$ cat config.mk
export PLATFORM = sky130hd
export DESIGN_NAME = imm_arith_exec_ctrl
export DESIGN_NICKNAME = d
export VERILOG_FILES = /design/src/rtl/imm_arith_exec_ctrl_pkg.sv /design/src/rtl/imm_arith_exec_ctrl_shift_step.sv /design/src/rtl/imm_arith_exec_ctrl.sv
export SDC_FILE = /design/constraint.sdc
export NUM_CORES = 1
export LEC_CHECK = 0
export CAP_MARGIN = 25
export CORE_ASPECT_RATIO = 1.5
export CORE_UTILIZATION = 55
export CTS_CLUSTER_DIAMETER = 60
export DETAILED_ROUTE_END_ITERATION = 8
export MAX_ROUTING_LAYER = met4
export PLACE_DENSITY_LB_ADDON = 0.25
export SETUP_SLACK_MARGIN = 0.15
export SYNTH_ARGS = -nofsm -noshare
export SYNTH_HDL_FRONTEND = slang
export SYNTH_SLANG_ARGS = --single-unit
$ cat constraint.sdc
create_clock -name clk -period 6.1 [get_ports clk]
set_input_delay 1.22 -clock clk [delete_from_list [all_inputs] [get_ports clk]]
set_output_delay 1.22 -clock clk [all_outputs]
set_load 0.02 [all_outputs]
$ cat src/rtl/imm_arith_exec_ctrl_pkg.sv
// Shared types for the RV32I immediate-arithmetic execution controller.
// Holds the decoded operation kinds, the controller state encoding and the shift-count width.
package imm_arith_exec_ctrl_pkg;

    localparam int SHAMT_W = 5;

    typedef enum logic [3:0] {
        iak_invalid,
        iak_addi,
        iak_slti,
        iak_sltiu,
        iak_xori,
        iak_ori,
        iak_andi,
        iak_slli,
        iak_srli,
        iak_srai
    } imm_arith_kind_t;

    typedef enum logic [1:0] {
        IDLE,
        SHIFT,
        DONE
    } imm_arith_ctrl_state_t;

    function automatic logic isShiftKind(input imm_arith_kind_t kind);
        return (kind == iak_slli) || (kind == iak_srli) || (kind == iak_srai);
    endfunction

endpackage

$ cat src/rtl/imm_arith_exec_ctrl_shift_step.sv
// One step of the iterative shifter: shifts a value by a small amount.
// The amount never exceeds SHIFT_STEP, so the shifter stays narrow.
module imm_arith_shift_step
    import imm_arith_exec_ctrl_pkg::*;
#(
    parameter int XLEN  = 32,
    parameter int AMT_W = 1
) (
    input  logic [XLEN-1:0]  value_i,
    input  logic [AMT_W-1:0] amt_i,
    input  logic             left_i,
    input  logic             arith_i,
    output logic [XLEN-1:0]  result_o
);

    // Arithmetic right shifts keep replicating the current MSB, which is still the original sign bit.
    always_comb begin
        if (left_i) begin
            result_o = value_i << amt_i;
        end else if (arith_i) begin
            result_o = $unsigned($signed(value_i) >>> amt_i);
        end else begin
            result_o = value_i >> amt_i;
        end
    end

endmodule

$ cat src/rtl/imm_arith_exec_ctrl.sv
// Execution controller for RV32I immediate-arithmetic instructions.
// Single-cycle ALU ops plus multi-cycle shifts through a narrow iterative shifter.
module imm_arith_exec_ctrl
    import imm_arith_exec_ctrl_pkg::*;
#(
    parameter int SHIFT_STEP = 1,
    parameter int XLEN       = 32
) (
    input  logic            clk,
    input  logic            rst,
    input  logic            in_valid_i,
    output logic            in_ready_o,
    input  imm_arith_kind_t in_kind_i,
    input  logic [XLEN-1:0] in_rs1_i,
    input  logic [11:0]     in_imm_i,
    input  logic [4:0]      in_rd_i,
    output logic            out_valid_o,
    input  logic            out_ready_i,
    output logic [XLEN-1:0] out_result_o,
    output logic [4:0]      out_rd_o,
    output logic            out_illegal_o,
    output logic            busy_o
);

    localparam int STEP_W = $clog2(SHIFT_STEP + 1);

    imm_arith_ctrl_state_t state_q, state_d;
    logic [XLEN-1:0]    acc_q, acc_d;
    logic [SHAMT_W-1:0] rem_q, rem_d;
    logic [XLEN-1:0]    result_q, result_d;
    logic [4:0]         rd_q, rd_d;
    logic               illegal_q, illegal_d;
    logic               left_q, left_d;
    logic               arith_q, arith_d;

    logic               accept;
    logic [XLEN-1:0]    simm;
    logic [XLEN-1:0]    aluResult;
    logic [SHAMT_W-1:0] stepFull;
    logic [STEP_W-1:0]  stepAmt;
    logic [XLEN-1:0]    shiftedVal;

    assign in_ready_o = (state_q == IDLE) || ((state_q == DONE) && out_ready_i);
    assign accept     = in_valid_i && in_ready_o;
    assign simm       = {{(XLEN-12){in_imm_i[11]}}, in_imm_i};

    assign stepFull = (rem_q < SHAMT_W'(SHIFT_STEP)) ? rem_q : SHAMT_W'(SHIFT_STEP);
    assign stepAmt  = stepFull[STEP_W-1:0];

    imm_arith_shift_step #(
        .XLEN  (XLEN),
        .AMT_W (STEP_W)
    ) u_shift_step (
        .value_i  (acc_q),
        .amt_i    (stepAmt),
        .left_i   (left_q),
        .arith_i  (arith_q),
        .result_o (shiftedVal)
    );

    // Single-cycle ALU; sltiu deliberately compares against the sign-extended immediate.
    always_comb begin
        aluResult = '0;
        unique case (in_kind_i)
            iak_addi:  aluResult = in_rs1_i + simm;
            iak_slti:  aluResult = {{(XLEN-1){1'b0}}, ($signed(in_rs1_i) < $signed(simm))};
            iak_sltiu: aluResult = {{(XLEN-1){1'b0}}, (in_rs1_i < simm)};
            iak_xori:  aluResult = in_rs1_i ^ simm;
            iak_ori:   aluResult = in_rs1_i | simm;
            iak_andi:  aluResult = in_rs1_i & simm;
            default:   aluResult = '0;
        endcase
    end

    always_comb begin
        state_d   = state_q;
        acc_d     = acc_q;
        rem_d     = rem_q;
        result_d  = result_q;
        rd_d      = rd_q;
        illegal_d = illegal_q;
        left_d    = left_q;
        arith_d   = arith_q;

        unique case (state_q)
            IDLE, DONE: begin
                if (accept) begin
                    rd_d      = in_rd_i;
                    illegal_d = (in_kind_i == iak_invalid);
                    left_d    = (in_kind_i == iak_slli);
                    arith_d   = (in_kind_i == iak_srai);
                    if (isShiftKind(in_kind_i)) begin
                        acc_d = in_rs1_i;
                        rem_d = in_imm_i[SHAMT_W-1:0];
                        if (in_imm_i[SHAMT_W-1:0] == '0) begin
                            result_d = in_rs1_i;
                            state_d  = DONE;
                        end else begin
                            state_d  = SHIFT;
                        end
                    end else begin
                        result_d = aluResult;
                        state_d  = DONE;
                    end
                end else if ((state_q == DONE) && out_ready_i) begin
                    state_d = IDLE;
                end
            end
            SHIFT: begin
                acc_d = shiftedVal;
                rem_d = rem_q - stepFull;
                if (rem_q == stepFull) begin
                    result_d = shiftedVal;
                    state_d  = DONE;
                end
            end
            default: state_d = IDLE;
        endcase
    end

    always_ff @(posedge clk or posedge rst) begin
        if (rst) begin
            state_q   <= IDLE;
            acc_q     <= '0;
            rem_q     <= '0;
            result_q  <= '0;
            rd_q      <= '0;
            illegal_q <= 1'b0;
            left_q    <= 1'b0;
            arith_q   <= 1'b0;
        end else begin
            state_q   <= state_d;
            acc_q     <= acc_d;
            rem_q     <= rem_d;
            result_q  <= result_d;
            rd_q      <= rd_d;
            illegal_q <= illegal_d;
            left_q    <= left_d;
            arith_q   <= arith_d;
        end
    end

    assign out_valid_o   = (state_q == DONE);
    assign out_result_o  = result_q;
    assign out_rd_o      = rd_q;
    assign out_illegal_o = illegal_q;
    assign busy_o        = (state_q != IDLE);

endmodule

==> parameters.txt <==
Parameter                              Value

Placement
  Count of input and output buffers    97
  Worst setup timing slack at the placement stage    1.39 ns
  HPWL after detailed placement    21.0 mm
  Weighted congestion at the end of routability-driven global placement    1.02

Die
  Die extent in y    153 µm
  Die area    0.0157 mm²
  Die span in x    102 µm
  Initial core utilization    0.568
  Area of the core    0.0147 mm²
  Ports    98
  Rows    54

Route
  Residual antenna-violating net count after detailed routing    0
  Violation count after the first detailed-routing iteration    755
  Total DRC errors in the routed layout    0
  Final WL    29.2 mm
  Routed wire per std cell    21.6 µm
  TritonRoute pass-1 iters    8
  Number of vias after detailed routing    8,904
  Routed vias/inst    6.58

Synthesis
  Ys Warns    0
  Synth Instances    1,099
  Most frequent cell after synthesis    a21oi_1
  Post-Synthesis Net Count    1,254
  Netlist area before placement    0.00833 mm²
  Number of enable-type register cells in the synthesized netlist    0
  Number of different library cells in the post-synthesis netlist    72
  Sequential area share after synthesis    0.237
  Commonest cells in the synthesized netlist    a21oi_1 (123), nor2_1 (116), nand2_1 (108), ha_1 (97), o21ai_0 (93)
  Dominant synthesized flop cell    dfrtp_1
  Share of flip-flops with an asynchronous set or reset after synthesis    1.00
  Area leader, netlist    dfrtp_1
  Synth Register Bits    79
  Area share of the leading cell type in the synthesized netlist    0.237
  Syn Area/Cell    7.58 µm²
  Ranking of synthesized cells by area    dfrtp_1 (24%), ha_1 (15%), a21oi_1 (7.4%), o21ai_0 (5.6%), nor2_1 (5.2%)

Power and ir drop
  Peak ir drop on the vdd network    0.000182 V
  Overall power after layout    2.95 mW
  Power Dens Cells    302 mW/mm²
  Leakage power summed over all cells    4.09 nW

Timing
  Worst slew pin tran    1.03 ns
  Maximum frequency from static timing analysis    223 MHz
  Setup tns final    0 ns
  Setup slack of the critical path after layout    1.61 ns
  Worst slew slack as a fraction of its limit    0.313
  Period minus WS final    4.49 ns
  Unrepaired setup endpoints after global routing    no
  Final Cycle Share    0.737
  Total of endpoints with negative setup slack in the final report    0
  Post-route worst hold slack    0.486 ns
  Pins Over Slew Limit    0
  Clock skew after layout    0.00952 ns
  Final hold violations    0

Clock network
  Clock tree from TritonCTS    yes
  Count of hold-fix buffers inserted at cts    0
  Number of clock buffers inserted by TritonCTS    9
  Post-CTS repair timing setup buffer count    0
  Maximum level of the CTS H-tree    3
  Clock Sinks    79
  Number of instances resized during post-cts repair    0
  Root Buffer Master    clkbuf_16
  Clock latency reported for the late side of the worst-skew pair    0.36 ns
  Number of buffers on the longest clock path    2
  Clock-pin slew of the registers on the worst-case setup and hold paths    0.08 ns

Run
  Max-capacitance violation count    0

Worst setup path
  Crit. End Element    flop
  Worst flop-to-flop path endpoint    out_result_o[13]
  Data required time of the worst path    6.37 ns
  Data arrival time of the worst path    4.76 ns
  Cell count of the worst reg-to-reg path    10
  Register-to-register path setup slack    2.91 ns
  Launching point of the worst reg2reg path    rem_q[1]
  Worst setup path startpoint    in_kind_i[0]
  Worst Setup EP    out_result_o[25]
  CP startpoint kind    input port
  Maximum fanout along the worst path    21
  Setup CP Type    in2reg

Layout
  Area Growth Syn to Fin    17.2%
  Layout fillers    1,300
  Fraction of layout cells with a size suffix above 1    0.0674
  Ant. Diodes    0
  Number of nets in the layout    1,307
  Final cell utilization of the core    0.666

Global routing
  Number of global-route vias before repair    8,301
  Overflow left after global routing    0
  GRT Total Usage    0.389
  Global-route wire length before repair    45.5 mm
  Maximum number of pins on one net before global-route repair    53
  Number of antenna violations at the first check in global routing    0

Run status
  Result of the run    finished, final reports clean

Min path
  Worst hold path type    reg2reg
==> cells in the final DEF (no fill, tap or decap), types with 24 or more instances in the layout <==
master,Yosys,layout
a211oi_1,24,24
a21oi_1,123,123
clkdlybuf4s50_1,0,97
dfrtp_1,79,78
ha_1,97,97
inv_1,65,64
mux2i_1,33,33
nand2_1,108,108
nand3_1,24,24
nor2_1,116,115
o21ai_0,93,93
==> flip-flops by register name, indices dropped and copies added (netlist names) <==
| signal | flops |
|---|---|
| out_illegal_o | 1 |
| rem_q | 5 |
| state_q | 2 |
| arith_q | 1 |
| acc_q | 32 |
| out_rd_o | 5 |
| left_q | 1 |
| out_result_o | 32 |
==> worst min path at each step <==
stage | from | end | slack (ns) | depth (start not counted)
CTS | out_rd_o[0] | out_rd_o[0] | 0.49 | 2
global route | out_illegal_o | out_illegal_o | 0.51 | 2
floorplan | acc_q[0] | acc_q[0] | 0.49 | 2
detailed placement | out_rd_o[0] | out_rd_o[0] | 0.47 | 2
finish | out_rd_o[0] | out_rd_o[0] | 0.49 | 2
global placement | out_rd_o[0] | out_rd_o[0] | 0.46 | 2
==> cell type report <==
cell class | count | area (µm²) | area share
clock buffer | 9 | 225 | 0.0231
timing repair buffer | 118 | 1160 | 0.119
inverter | 66 | 249 | 0.0255
clock inverter | 7 | 91.3 | 0.00935
multi-input combinational | 878 | 5820 | 0.596
tap | 196 | 245 | 0.0251
sequential | 79 | 1980 | 0.203
==> per-layer routing <==
metal  GRT usage  part of all wire  vias to the layer above
li1            -                 -                     4089
met1       0.482              0.39                     4273
met2       0.628              0.49                      444
met3      0.0381             0.077                       98
met4       0.181             0.046                        0
met5           -                 0                        -
==> stage by stage <==
step	cells	instance area [µm²]
final	1353	9770
after global routing	1353	9770
after CTS	1352	9740
after detailed placement	1336	9420
after global placement	1336	9420
after floorplan	1099	8330
==> power by group <==
group	switching, mW	leakage [nW]	internal (mW)
sequential	0.213	0.935	0.740
combinational	0.792	3.00	0.601
clock	0.276	0.151	0.327
==> logic make-up after synthesis <==
kind of cell | after synthesis | share of synthesized area
flops | 79 | 0.237
xor+xnor | 14 | 0.0147
fa+ha+maj | 98 | 0.148
simple gates | 336 | 0.181
buf+inv | 142 | 0.0689
compound gates | 394 | 0.306
mux | 36 | 0.0437
==> worst max-delay path: stages <==
cell,delay [ns]
clkdlybuf4s50_1,1.09
nand2b_1,0.50
nor3_1,0.39
buf_4,0.28
and2_1,0.67
nand2_1,0.27
o31ai_1,0.33
Power figures use the tool's default switching activity.
